## src/rtl/code_lock_ctrl.sv

```systemverilog
// Purpose: 4-digit combination-lock controller between the rotary encoder and the seven-seg driver.
// Latency: every output is registered and reflects a press or timeout one cycle after it is sampled.
// Backpressure: none; press pulses are consumed in the cycle they are high. Build option CODE_CHANGE_EN adds the SET state.
module code_lock_ctrl #(
    parameter logic [15:0] DEFAULT_CODE   = 16'h1234,
    parameter int          OPEN_CYCLES    = 50000,
    parameter int          LOCKOUT_CYCLES = 100000,
    parameter int          ERROR_CYCLES   = 10000,
    parameter int          MAX_FAILS      = 3
) (
    input  logic       clk,
    input  logic       rstn,
    input  logic [3:0] enc,
    input  logic [2:0] pb_press_type,
    output logic [3:0] display_value,
    output logic [2:0] display_select,
    output logic       unlocked,
    output logic       alarm,
    output logic [2:0] fail_cnt
);

    localparam int TMAX_A = (OPEN_CYCLES > LOCKOUT_CYCLES) ? OPEN_CYCLES : LOCKOUT_CYCLES;
    localparam int TMAX   = (TMAX_A > ERROR_CYCLES) ? TMAX_A : ERROR_CYCLES;
    localparam int TW     = $clog2(TMAX) + 1;

    localparam logic [TW-1:0] OPEN_LAST  = TW'(OPEN_CYCLES - 1);
    localparam logic [TW-1:0] ERROR_LAST = TW'(ERROR_CYCLES - 1);
    localparam logic [TW-1:0] LOCK_LAST  = TW'(LOCKOUT_CYCLES - 1);
    localparam logic [2:0]    FAIL_LIMIT = 3'(MAX_FAILS);

    typedef enum logic [2:0] {
        S_IDLE,
        S_ENTRY,
        S_CHECK,
        S_OPEN,
        S_ERROR,
`ifdef CODE_CHANGE_EN
        S_SET,
`endif
        S_LOCKOUT
    } state_t;

    state_t        state_q, state_nxt;
    logic [1:0]    idx_q, idx_nxt;
    logic [15:0]   entry_buf_q, entry_buf_nxt;
    logic [TW-1:0] timer_q, timer_nxt;
    logic [2:0]    fail_nxt;
    logic [2:0]    fail_inc;
    logic [15:0]   code_q;
    logic [3:0]    val_nxt;
    logic [2:0]    sel_nxt;
    logic          unl_nxt;
    logic          alarm_nxt;

    // A press counts only when exactly one type bit is set.
    logic press_short, press_long;
    assign press_short = (pb_press_type == 3'b001);
    assign press_long  = (pb_press_type == 3'b010);

`ifdef CODE_CHANGE_EN
    logic        press_dbl;
    logic [15:0] code_nxt;
    assign press_dbl = (pb_press_type == 3'b100);
`else
    assign code_q = DEFAULT_CODE;
`endif

    // Digit 0 sits in the top nibble so the code reads left-to-right as hex.
    function automatic logic [15:0] put_digit(input logic [15:0] b, input logic [1:0] i,
                                              input logic [3:0] d);
        logic [15:0] r;
        r = b;
        case (i)
            2'd0:    r[15:12] = d;
            2'd1:    r[11:8]  = d;
            2'd2:    r[7:4]   = d;
            default: r[3:0]   = d;
        endcase
        return r;
    endfunction

    // Next-state, entry buffer, fail count and stored-code updates.
    always_comb begin
        state_nxt     = state_q;
        idx_nxt       = idx_q;
        entry_buf_nxt = entry_buf_q;
        fail_nxt      = fail_cnt;
        fail_inc      = fail_cnt + 3'd1;
`ifdef CODE_CHANGE_EN
        code_nxt      = code_q;
`endif
        case (state_q)
            S_IDLE: begin
                if (press_short) begin
                    entry_buf_nxt = put_digit(16'h0000, 2'd0, enc);
                    idx_nxt       = 2'd1;
                    state_nxt     = S_ENTRY;
                end
            end
            S_ENTRY: begin
                if (press_long) begin
                    state_nxt = S_IDLE;
                end else if (press_short) begin
                    entry_buf_nxt = put_digit(entry_buf_q, idx_q, enc);
                    idx_nxt       = idx_q + 2'd1;
                    if (idx_q == 2'd3) state_nxt = S_CHECK;
                end
            end
            S_CHECK: begin
                if (entry_buf_q == code_q) begin
                    fail_nxt  = 3'd0;
                    state_nxt = S_OPEN;
                end else begin
                    // Lockout triggers on reaching the limit, so the count never exceeds it.
                    fail_nxt  = fail_inc;
                    state_nxt = (fail_inc == FAIL_LIMIT) ? S_LOCKOUT : S_ERROR;
                end
            end
            S_OPEN: begin
                if (timer_q == OPEN_LAST || press_long) begin
                    state_nxt = S_IDLE;
`ifdef CODE_CHANGE_EN
                end else if (press_dbl) begin
                    idx_nxt       = 2'd0;
                    entry_buf_nxt = 16'h0000;
                    state_nxt     = S_SET;
`endif
                end
            end
            S_ERROR: begin
                if (timer_q == ERROR_LAST) state_nxt = S_IDLE;
            end
            S_LOCKOUT: begin
                if (timer_q == LOCK_LAST) begin
                    fail_nxt  = 3'd0;
                    state_nxt = S_IDLE;
                end
            end
`ifdef CODE_CHANGE_EN
            S_SET: begin
                if (press_long) begin
                    state_nxt = S_IDLE;
                end else if (press_short) begin
                    entry_buf_nxt = put_digit(entry_buf_q, idx_q, enc);
                    idx_nxt       = idx_q + 2'd1;
                    if (idx_q == 2'd3) begin
                        code_nxt  = put_digit(entry_buf_q, idx_q, enc);
                        state_nxt = S_IDLE;
                    end
                end
            end
`endif
            default: state_nxt = S_IDLE;
        endcase

        if (state_nxt == S_IDLE) begin
            entry_buf_nxt = 16'h0000;
            idx_nxt       = 2'd0;
        end

        // Timer restarts on every state change and only runs in the timed states.
        if (state_nxt != state_q) begin
            timer_nxt = '0;
        end else if (state_q == S_OPEN || state_q == S_ERROR || state_q == S_LOCKOUT) begin
            timer_nxt = timer_q + 1'b1;
        end else begin
            timer_nxt = '0;
        end
    end

    // Output values are decoded from the next state so they land one cycle after the cause.
    always_comb begin
        val_nxt   = enc;
        sel_nxt   = {1'b0, idx_nxt};
        unl_nxt   = 1'b0;
        alarm_nxt = 1'b0;
        case (state_nxt)
            S_OPEN: begin
                val_nxt = 4'hA;
                sel_nxt = 3'b100;
                unl_nxt = 1'b1;
            end
            S_ERROR: begin
                val_nxt = 4'hE;
                sel_nxt = 3'b100;
            end
            S_LOCKOUT: begin
                val_nxt   = 4'hF;
                sel_nxt   = 3'b100;
                alarm_nxt = 1'b1;
            end
`ifdef CODE_CHANGE_EN
            S_SET: unl_nxt = 1'b1;
`endif
            default: ;
        endcase
    end

    // State, datapath and output registers.
    always_ff @(posedge clk or negedge rstn) begin
        if (!rstn) begin
            state_q        <= S_IDLE;
            idx_q          <= 2'd0;
            entry_buf_q    <= 16'h0000;
            timer_q        <= '0;
            fail_cnt       <= 3'd0;
            display_value  <= 4'h0;
            display_select <= 3'b000;
            unlocked       <= 1'b0;
            alarm          <= 1'b0;
        end else begin
            state_q        <= state_nxt;
            idx_q          <= idx_nxt;
            entry_buf_q    <= entry_buf_nxt;
            timer_q        <= timer_nxt;
            fail_cnt       <= fail_nxt;
            display_value  <= val_nxt;
            display_select <= sel_nxt;
            unlocked       <= unl_nxt;
            alarm          <= alarm_nxt;
        end
    end

`ifdef CODE_CHANGE_EN
    // Stored code; reverts to the default on reset.
    always_ff @(posedge clk or negedge rstn) begin
        if (!rstn) code_q <= DEFAULT_CODE;
        else       code_q <= code_nxt;
    end
`endif

endmodule

```

## config.mk

```make
export PLATFORM = sky130hd
export DESIGN_NAME = code_lock_ctrl
export DESIGN_NICKNAME = d
export VERILOG_FILES = /design/src/rtl/code_lock_ctrl.sv
export SDC_FILE = /design/constraint.sdc
export NUM_CORES = 1
export LEC_CHECK = 0
export BUFFER_PORTS_ARGS = -buffer_cell sky130_fd_sc_hd__buf_2
export CORE_MARGIN = 2
export CORE_UTILIZATION = 57
export CTS_CLUSTER_DIAMETER = 100
export DETAILED_ROUTE_END_ITERATION = 10
export PLACE_DENSITY = 0.86
export SETUP_SLACK_MARGIN = 0.02
export SLEW_MARGIN = 5
export SYNTH_ARGS = -nofsm -noshare
export SYNTH_HDL_FRONTEND = slang
export SYNTH_SLANG_ARGS = --single-unit
export TNS_END_PERCENT = 5
```

## constraint.sdc

```tcl
create_clock -name clk -period 3.39 [get_ports clk]
set_clock_uncertainty 0.15 [all_clocks]
set_input_delay 0.678 -clock clk [delete_from_list [all_inputs] [get_ports clk]]
set_output_delay 0.678 -clock clk [all_outputs]
set_load 0.1 [all_outputs]
```

==> results.py <==
metrics = {
    "outcome": {
        "outcome": "completed",
    },
    "clocking": {
        "cts_inserted_buffers": 5,
        "ctsHoldBuffers": 0,
        "clock_sinks": 51,
        "clock_path_buffers": 2,
        "root_buffer": "clkbuf_8",
        "cts_tree": "yes",
        "cts_resized": 0,
        "clock_latency_ns": 0.32,
        "cts_setup_buffers": 0,
        "clk_pin_slew_ns": 0.10,
        "cts.htree.levels": 2,
    },
    "power_and_ir_drop": {
        "cellLeakagePower_uw": 0.00133,
        "p_sw_share_pct": 41.7,
        "ir_drop_mv": 0.500,
        "net-switching-power_uw": 781,
        "p_comb_share_pct": 38.3,
        "power.density_nw_per_um2": 669,
        "seqPwrFrac_pct": 38.4,
        "internal_power_uw": 1090,
        "power.share.clock_pct": 23.2,
    },
    "synthesis": {
        "synth_nets": 262,
        "synth_top_area_share_pct": 50.6,
        "synth-edff-count": 0,
        "ys_ff_latch": 51,
        "synthArstFlopShare_pct": 100,
        "synthCells": 245,
        "ys_seq_area_share_pct": 50.6,
        "synth.lib_cells_used.distinct": 48,
        "synthFlopType": "dfrtp_1",
        "syn-mean-instance-area_um2": 10.3,
        "netlist_top_cells_area": "dfrtp_1 (51%), nor2_1 (4.9%), ha_1 (4.0%), nand3_1 (3.6%), xor2_1 (3.1%)",
        "yosys_warnings": 0,
        "syn-cell-area_um2": 2520,
        "synth_top_cell_by_area": "dfrtp_1",
    },
    "timing": {
        "slew_headroom_pct": 28.0,
        "fin_crit_ns": 2.77,
        "hold_viol_final": 0,
        "slew_violations": 0,
        "fin_crit_sh_pct": 81.7,
        "tns_ns": 0,
        "grt_setup_unrepaired": "no",
        "max_freq_ghz": 0.361,
        "holdWs_ns": 0.339,
        "tightest_slew_ns": 1.08,
        "finalSetupViolCount": 0,
    },
    "setup_path": {
        "cp_cell_sequence": "or4_1 -> or4_4 -> o21ai_4 -> and3_2 -> and4b_1 -> nor2_1",
        "crit_type": "reg2reg",
        "worstPathArrival_ns": 2.82,
        "cp_slowest_cell": "or4_4",
        "startpoint_type": "flop",
        "reg2reg_slack_ns": 0.62,
        "crit_required_ns": 3.44,
        "worstSetupEndpointType": "flop",
        "slowest_delay_ns": 0.58,
        "critPathMaxFanout": 8,
    },
    "route": {
        "routed.top_layer": "met4",
        "wl_per_cell_um": 15.5,
        "dr_wl_met3_um": 234,
        "via_count": 1899,
        "wl_met1_um": 2370,
        "drtIter0Drc": 125,
        "wl_met2_um": 2280,
        "postRouteAntennaNets": 0,
        "drt-vias-per-instance": 5.88,
        "wirelength_um": 5000,
        "drc_errors": 0,
        "dr.pass1.iters": 4,
    },
    "placement": {
        "dp_hpwl_um": 3550,
        "place_congestion": 0.830,
        "postPlaceCellArea_um2": 2680,
        "numPortBuffers": 20,
    },
    "cells_and_area": {
        "final_cell_area_um2": 2800,
        "drive_gt1_share_pct": 17.7,
        "antenna_cells": 0,
        "final_nets": 287,
        "n_fill_cell": 354,
        "syn2layout_area_growth_pct": 10.8,
    },
    "die": {
        "die_width_um": 70.5,
        "rows": 24,
        "die_area_um2": 4980,
        "core_um2": 4320,
        "die-height_um": 70.5,
        "initial_core_util_pct": 58.4,
        "num_io_pins": 21,
    },
    "job": {
        "cap_viol_max_count": 0,
    },
    "global_routing": {
        "grt_max_degree": 52,
        "first_global_vias": 1911,
        "track_usage_pct": 22.6,
        "grt_remaining_overflow": 0,
        "antenna_found_initial": 0,
        "grt_pass1_wl_um": 8910,
    },
    "worst_hold_path": {
        "worstHoldPathType": "reg2reg",
    },
}
==> critical path, delay by kind of cell (launching register included) <==
kind | cells | cell delay [ns]
compound gates | 1 | 0.20
simple gates | 5 | 1.88
flops | 1 | 0.43
==> power by group through the flow <==
| stage | Combinational [uW] | Clock, uW | Sequential, uW |
|---|---|---|---|
| floorplan | 390 | 0 | 928 |
| global placement | 696 | 0 | 730 |
| detailed placement | 713 | 0 | 729 |
| CTS | 719 | 442 | 718 |
| global route | 777 | 468 | 730 |
| finish | 717 | 435 | 719 |
==> flip-flops by register name, indices dropped and copies added (netlist names) <==
| signal | flops |
|---|---|
| unlocked | 1 |
| fail_cnt | 3 |
| state_q | 3 |
| alarm | 1 |
| display_value | 4 |
| display_select | 3 |
| idx_q | 2 |
| entry_buf_q | 16 |
| timer_q | 18 |
==> Yosys cell counts, drive strengths merged, types with 4 or more instances <==
cell type,number
a22o,8
a22oi,4
and2,5
and3,8
buf,4
dfrtp,51
ha,8
inv,10
nand2,14
nand2b,6
nand3,19
nor2,33
nor3,5
nor3b,4
o21ai,14
o31ai,4
xnor2,8
xor2,9
==> stage by stage <==
step                      power [uW]  cells  util, %  worst slack (ns)
after floorplan                 1320    245        -             0.861
after global placement          1430    315     62.0             0.715
after detailed placement        1440    315     62.0             0.650
after CTS                       1880    323     64.6             0.625
after global routing            1980    323     64.6             0.503
final                           1870    323     64.6             0.620
==> layer usage <==
metal  track usage (%)  vias up
met1              32.3      929
met5                 0        -
li1                  -      907
met3              5.13       12
met2              34.2       51
met4              8.60        0
==> final timing paths <==
| path | from | endpoint | cells after the start |
|---|---|---|---|
| max | timer_q[5]$_DFF_PN0_ | idx_q[1]$_DFF_PN0_ | 6 |
| min | timer_q[0]$_DFF_PN0_ | timer_q[0]$_DFF_PN0_ | 1 |
| max reg2reg | timer_q[5]$_DFF_PN0_ | idx_q[1]$_DFF_PN0_ | 6 |
| min reg2reg | timer_q[0]$_DFF_PN0_ | timer_q[0]$_DFF_PN0_ | 1 |
| max in group asynchronous | rstn | entry_buf_q[7]$_DFFE_PN0P_ | 1 |
| min in group asynchronous | rstn | timer_q[0]$_DFF_PN0_ | 1 |
==> logic make-up (layout without fill, tap and decap cells) <==
logic type               after synthesis  count (layout)  synth area share [%]
flip-flops                            51              51                  50.6
buffers and inverters                 15              41                  2.78
AO/OA/AOI/OAI                         39              39                  11.6
AND/OR/NAND/NOR                      115             115                  25.2
adder cells (fa/ha/maj)                8               8                  3.97
XOR/XNOR                              17              17                  5.90
==> cell type report <==
cell class                      instances  area [um2]  area share (%)
Sequential cell                        51        1280            45.7
Multi-Input combinational cell        179        1180            42.1
Inverter                               10        37.5            1.34
Clock inverter                          3        47.5            1.70
Clock buffer                            5        68.8            2.46
Timing Repair Buffer                   23         123            4.39
Tap cell                               52        65.1            2.33
==> cell usage in the layout (no fill, tap or decap), types with 2 or more instances in the layout <==
cell type and count:
dfrtp_1 51, nor2_1 33, buf_2 20, nand3_1 18, nand2_1 13, o21ai_0 13, inv_1 10, xor2_1 9
xnor2_1 8, a22o_1 8, ha_1 8, and3_1 7, nand2b_1 6, and2_1 5, clkbuf_8 5, nor3_1 4
o31ai_2 4, a22oi_1 4, nor3b_1 3, nand4b_1 3, nand3b_1 3, buf_4 3, or4_1 2, or4b_2 2
nor4_1 2, a21o_1 2, a21oi_1 2
Power figures use the tool's default switching activity.
